`config.mk`:
```
export PLATFORM = sky130hd
export DESIGN_NAME = parity_frame_serializer
export DESIGN_NICKNAME = d
export VERILOG_FILES = /design/src/rtl/parity_frame_serializer.sv
export SDC_FILE = /design/constraint.sdc
export NUM_CORES = 1
export LEC_CHECK = 0
export CORE_UTILIZATION = 35
export DETAILED_ROUTE_END_ITERATION = 8
export SLEW_MARGIN = 20
export SYNTH_ARGS = -nofsm -noshare
export SYNTH_HDL_FRONTEND = slang
export SYNTH_SLANG_ARGS = --single-unit
```
`constraint.sdc`:
```
create_clock -name clk -period 1.9 [get_ports clk]
set_clock_uncertainty 0.1 [all_clocks]
set_input_delay 0.38 -clock clk [delete_from_list [all_inputs] [get_ports clk]]
set_output_delay 0.38 -clock clk [all_outputs]
set_load 0.02 [all_outputs]
```
`src/rtl/parity_frame_serializer.sv`:
```
// parity_frame_serializer
//
// Takes parallel words over a valid/ready handshake. Each word is shifted
// out LSB-first, one bit per clock. A generated parity bit follows the last
// data bit. Words stream back-to-back with no idle gap while input keeps
// coming, so a frame (WIDTH data bits plus one parity bit) lasts WIDTH+1
// cycles.
//
// Parameters
//   WIDTH  data word width in bits (>= 2)
//   ODD    0 = even parity, 1 = odd parity over data+parity
//
// Ports
//   clk          system clock, rising edge
//   reset        asynchronous active-high reset to idle
//   in_data      parallel word, sampled only at the accept edge
//   in_valid     in_data is valid
//   in_ready     word can be accepted this cycle (IDLE or PARITY)
//   ser_out      serial data/parity bit (registered, 0 when not valid)
//   ser_valid    ser_out carries a frame bit (registered)
//   frame_first  ser_out is data bit 0 of a frame (registered)
//   frame_last   ser_out is the parity bit of a frame (registered)
module parity_frame_serializer #(
    parameter int WIDTH = 3,
    parameter bit ODD   = 1'b0
) (
    input  logic             clk,
    input  logic             reset,
    input  logic [WIDTH-1:0] in_data,
    input  logic             in_valid,
    output logic             in_ready,
    output logic             ser_out,
    output logic             ser_valid,
    output logic             frame_first,
    output logic             frame_last
);

    localparam int CNT_W = $clog2(WIDTH);
    localparam logic [CNT_W-1:0] LAST_CNT = CNT_W'(WIDTH - 1);

    typedef enum logic [1:0] {
        IDLE   = 2'd0,
        DATA   = 2'd1,
        PARITY = 2'd2
    } state_t;

    state_t           state_q;
    logic [CNT_W-1:0] cnt_q;
    logic [WIDTH-1:0] shift_q;
    logic             par_q;
    logic             ser_out_q;
    logic             ser_valid_q;
    logic             first_q;
    logic             last_q;

    logic             accept_d;
    logic             par_d;

    // The parity cycle also accepts, which is what removes the gap between frames.
    assign in_ready = (state_q != DATA);
    assign accept_d = in_valid && in_ready;
    assign par_d    = (^in_data) ^ ODD;

    assign ser_out     = ser_out_q;
    assign ser_valid   = ser_valid_q;
    assign frame_first = first_q;
    assign frame_last  = last_q;

    always_ff @(posedge clk or posedge reset) begin
        if (reset) begin
            state_q     <= IDLE;
            cnt_q       <= '0;
            shift_q     <= '0;
            par_q       <= 1'b0;
            ser_out_q   <= 1'b0;
            ser_valid_q <= 1'b0;
            first_q     <= 1'b0;
            last_q      <= 1'b0;
        end else begin
            case (state_q)
                IDLE, PARITY: begin
                    if (accept_d) begin
                        // Bit 0 goes straight to the output; the shift register
                        // keeps the remaining bits, aligned so bit 1 sits at [0].
                        state_q     <= DATA;
                        cnt_q       <= '0;
                        shift_q     <= {1'b0, in_data[WIDTH-1:1]};
                        par_q       <= par_d;
                        ser_out_q   <= in_data[0];
                        ser_valid_q <= 1'b1;
                        first_q     <= 1'b1;
                        last_q      <= 1'b0;
                    end else begin
                        state_q     <= IDLE;
                        ser_out_q   <= 1'b0;
                        ser_valid_q <= 1'b0;
                        first_q     <= 1'b0;
                        last_q      <= 1'b0;
                    end
                end
                DATA: begin
                    first_q     <= 1'b0;
                    ser_valid_q <= 1'b1;
                    // cnt_q is the index of the bit currently on ser_out.
                    if (cnt_q == LAST_CNT) begin
                        state_q   <= PARITY;
                        ser_out_q <= par_q;
                        last_q    <= 1'b1;
                    end else begin
                        ser_out_q <= shift_q[0];
                        shift_q   <= {1'b0, shift_q[WIDTH-1:1]};
                        cnt_q     <= cnt_q + 1'b1;
                        last_q    <= 1'b0;
                    end
                end
                default: begin
                    state_q     <= IDLE;
                    ser_out_q   <= 1'b0;
                    ser_valid_q <= 1'b0;
                    first_q     <= 1'b0;
                    last_q      <= 1'b0;
                end
            endcase
        end
    end

endmodule

```
# After elaboration in Yosys (flattened, before gate mapping)
# Cells that the tools add are included.
totals:
  reg_bits: 12
  in_bits: 6
  out_inout_bits: 5
  elab_cells: 40
classes:
  n_addsub: 1
  eq_ne: 7
  muxes: 17
  n_reduce_logical: 7
op_table:
  columns: ["cell", "n"]
  rows:
  - ["2-bit one-hot mux with 2 select lines", 2]
  - ["1-bit two-way mux", 7]
  - ["2-bit two-way mux", 3]
  - ["3-bit two-way mux", 2]
  - ["2-bit != test (second input constant)", 3]
  - ["3-bit one-hot mux with 2 select lines", 1]
  - ["2-bit == test (second input constant)", 2]
  - ["1-bit one-hot mux with 2 select lines", 2]
  - ["3-bit AND reduction", 1]
  - ["3-bit XOR reduction", 1]
  - ["2-bit by 1-bit adder with 2-bit output (second input constant)", 1]
  - ["2-bit by 1-bit == test with 1-bit output (second input constant)", 1]
  - ["2-bit zero test", 1]
  - ["2-bit by 1-bit != test with 1-bit output (second input constant)", 1]
  - ["2-bit AND reduction", 1]
  - ["2-bit nonzero test", 1]
  - ["2-bit OR reduction", 1]
  - ["1-bit logical AND", 1]

# Longest topological paths before layout
depth:
  depth_word: 4
  depth_mapped: 4
  ltp_nobuf: 4

# Worst setup path before layout
# OpenSTA, ideal clock, no wires.
synth_path:
  path_type: "flip-flop to flip-flop"
  startpoint: "reg state_q[1]"
  endpoint: "reg shift_q[0]"
  setup_ns: 0.125
  arrival_ns: 1.138
  t_required_ns: 1.675
  path_slack_ns: 0.537
  stages_incl_launch_ff: 5
  n_path_buf: 1
  synth_period_minus_slack_ns: 1.363
  path_cell_list: "dfrtp_1 nand2b_4 buf_6 mux2_4 mux2_4"
synth_between:
  elab_chain_cells: 4
  elab_cells_between_ends: 11
  classes_between: "eq/ne (5); mux (1); reduce/logical (5)"
synth_rtl:
  columns: ["item", "line_no", "source"]
  rows:
  - ["from (decl)", "47", "state_t state_q;"]
  - ["from (signal assigned)", "71", "state_q <= IDLE;"]
  - ["from (signal assigned)", "85", "state_q <= DATA;"]
  - ["from (signal assigned)", "94", "state_q <= IDLE;"]
  - ["2-bit by 1-bit != test with 1-bit output", "60", "assign in_ready = (state_q != DATA);"]
  - ["named net in_ready", "31", "output logic in_ready,"]
  - ["1-bit logical AND", "61", "assign accept_d = in_valid && in_ready;"]
  - ["2-bit != test (no line)", null, null]
  - ["3-bit AND reduction (no line)", null, null]
  - ["to (signal assigned)", "87", "shift_q <= {1'b0, in_data[WIDTH-1:1]};"]
  - ["to (signal assigned)", "111", "shift_q <= {1'b0, shift_q[WIDTH-1:1]};"]
  - ["to (decl)", "49", "logic [WIDTH-1:0] shift_q;"]
# The timed path passes the listed nets, and every way through them passes these cells.
# A chain may end at the register's enable or synchronous reset.

# Final worst setup path
layout_path:
  startpoint: "reg last_q, in the netlist frame_last"
  endpoint: "out frame_last"
layout_lines:
  columns: ["item", "line_no", "source"]
  rows:
  - ["from (decl)", "54", "logic last_q;"]
  - ["from (signal assigned)", "78", "last_q <= 1'b0;"]
  - ["from (signal assigned)", "92", "last_q <= 1'b0;"]
  - ["from (signal assigned)", "98", "last_q <= 1'b0;"]
  - ["to (decl)", "35", "output logic frame_last"]
# No word-level cell between the ends.

==> results.yml <==
global_routing:
  grt-busiest-layer: "met2"
  grt_max_degree: 12
  use_met2: 0.221
  antenna_found_initial: 0
  grt_pass1_wl_um: 1260
  gr-total-overflow: 0
  use_met1: 0.132
  track_usage: 0.134
  first_global_vias: 310
  grt_use_met3: 0.0694
clocking:
  cts_tree: "yes"
  clk_path_buf_depth: 2
  cts_setup_buffers: 0
  ctsHoldBuffers: 0
  cts_root_buffer: "clkbuf_4"
  path_clk_slew_ns: 0.06
  clock_latency_ns: 0.26
  cts.htree.levels: 1
  cts_sinks: 11
  cts_buffers: 3
sta:
  rsz0062_at_grt: "no"
  setup_viol: 0
  whs_ns: 0.312
  final.period_utilization: 0.881
  hold_viol: 0
  slew_violations: 0
  fmax_mhz: 597
  fin_crit_ns: 1.67
  worst_slew_pin_slew_ns: 0.414
  slew_headroom: 0.723
  fin_tns_setup_ns: 0
layout:
  fin_cells: 66
  n_fill_cell: 101
  final_core_util: 0.514
  drive_above_1_share: 0.154
  finalNetCount: 60
  num_antenna_cells: 0
  syn_to_final_growth_pct: 27.5
detailed_routing:
  ant_nets: 0
  drt_iter0_drc: 2
  wire_per_inst_um: 11.3
  vias_per_cell: 4.68
  drc_errors: 0
  vias: 309
  wirelength_um: 745
  first_pass_iters: 2
power_and_ir_drop:
  total_power_uw: 977
  p_leak_nw: 0.287
  irDropWorstVdd_v: 0.000785
  power_density_nw_per_um2: 1600
worst_setup_path:
  cp_top_family: "buffers and inverters"
  worstPathArrival_ns: 1.19
  rrSetupSlack_ns: 0.44
  worst_r2r_endpoint: "cnt_q[1]"
  crit_path_end_kind: "output port"
  path_buf_inv: 1
  rr_worst_depth: 4
  r2r-start: "cnt_q[0]"
  slowest_stage: "clkdlybuf4s50_1"
  start_kind: "flop"
  path_cells: "clkdlybuf4s50_1"
  critical_path.max_fanout: 1
  worstSetupPathType: "reg2out"
  max_stage_delay_ns: 0.60
  cp.required_ns: 1.42
die:
  die_h_um: 39.0
  pin_count: 11
  coreArea_um2: 1190
  num_rows: 12
  dieArea_um2: 1520
  die_w_um: 39.0
  start_util: 0.403
yosys:
  ys.flop_type: "dfrtp_1"
  synth_common_cells: "dfrtp_1 (11), inv_1 (5), nand2_1 (4), o21ai_0 (4), nor2_1 (3)"
  ys_ff_latch: 11
  synth_area_um2: 478
  yosys_warnings: 0
  yosysTopAreaCellShare: 0.576
  ys_top_cells_by_area: "dfrtp_1 (58%), mux2_4 (6.3%), o21ai_0 (4.2%)"
  yosys.cell_count.top_type: "dfrtp_1"
  postSynth.asyncResetShare: 1.00
  synth_enable_flop_cells: 0
  synth.distinct_cells: 16
  synth_nets: 46
  syn-instance-count: 39
  synth-seq-area-share: 0.576
  avgSynthCellArea_um2: 12.3
  synth_area_leader_cell: "dfrtp_1"
placement:
  numPortBuffers: 10
  dp_cells: 62
  gp_congestion: 0.737
flow_run:
  drv_cap: 0
worst_hold_path:
  min_path_type: "in2async"
run_status:
  status: "finished clean"
-- kinds of logic after synthesis --
logic type	synth area share
flops	0.576
mux	0.107
xor+xnor	0.0367
fa+ha+maj	0.0262
compound gates	0.0759
buf+inv	0.0628
simple gates	0.115
-- how the worst max path moves through the flow --
stage	startpoint	to	slack [ns]	depth (start not counted)
6_report	frame_last	frame_last	0.23	1
3_5_place_dp	in_valid	cnt_q[1]	0.25	4
4_1_cts	frame_last	frame_last	0.20	1
3_3_place_gp	state_q[0]	in_ready	0.26	2
2_1_floorplan	state_q[1]	shift_q[0]	0.54	4
5_1_grt	frame_last	frame_last	0.18	1
-- power by group --
group	switching, mW	internal [mW]
sequential	0.0431	0.331
clock	0.0717	0.0812
combinational	0.229	0.220
total	0.344	0.632
-- stage by stage --
step / worst slack [ns] / cell area [um^2]
global route: 0.180 / 609
finish: 0.225 / 609
CTS: 0.202 / 609
detailed placement: 0.247 / 584
global placement: 0.263 / 584
floorplan: 0.537 / 478
-- cell type report --
type	count	area [um^2]	area share
Clock buffer	4	26.3	0.0431
Inverter	5	18.8	0.0308
Multi-Input combinational cell	22	173	0.283
Sequential cell	11	275	0.452
Tap cell	14	17.5	0.0287
Timing Repair Buffer	10	98.8	0.162
-- registers in the layout (all words and copies together) (netlist names) --
signal,cells
state_q,2
ser_out,1
ser_valid,1
frame_last,1
par_q,1
cnt_q,2
frame_first,1
shift_q,2
-- routing by layer --
layer | vias up | part of all wire
met3 | 2 | 0.059
met4 | 0 | 0.015
met5 | - | 0
li1 | 147 | -
met1 | 149 | 0.44
met2 | 11 | 0.48
-- layout by cell type, fill, tap and decap left out, types with 2 or more instances in the layout --
master            n
clkbuf_4          3
clkdlybuf4s50_1   9
dfrtp_1          11
inv_1             5
mux2_4            2
nand2_1           4
nor2_1            3
o21ai_0           4
-- timing repair --
action,CTS,global route
endpoints found under the setup margin,1,0
resized for setup,1,0
hold endpoints to repair,0,0
Power figures use the tool's default switching activity.
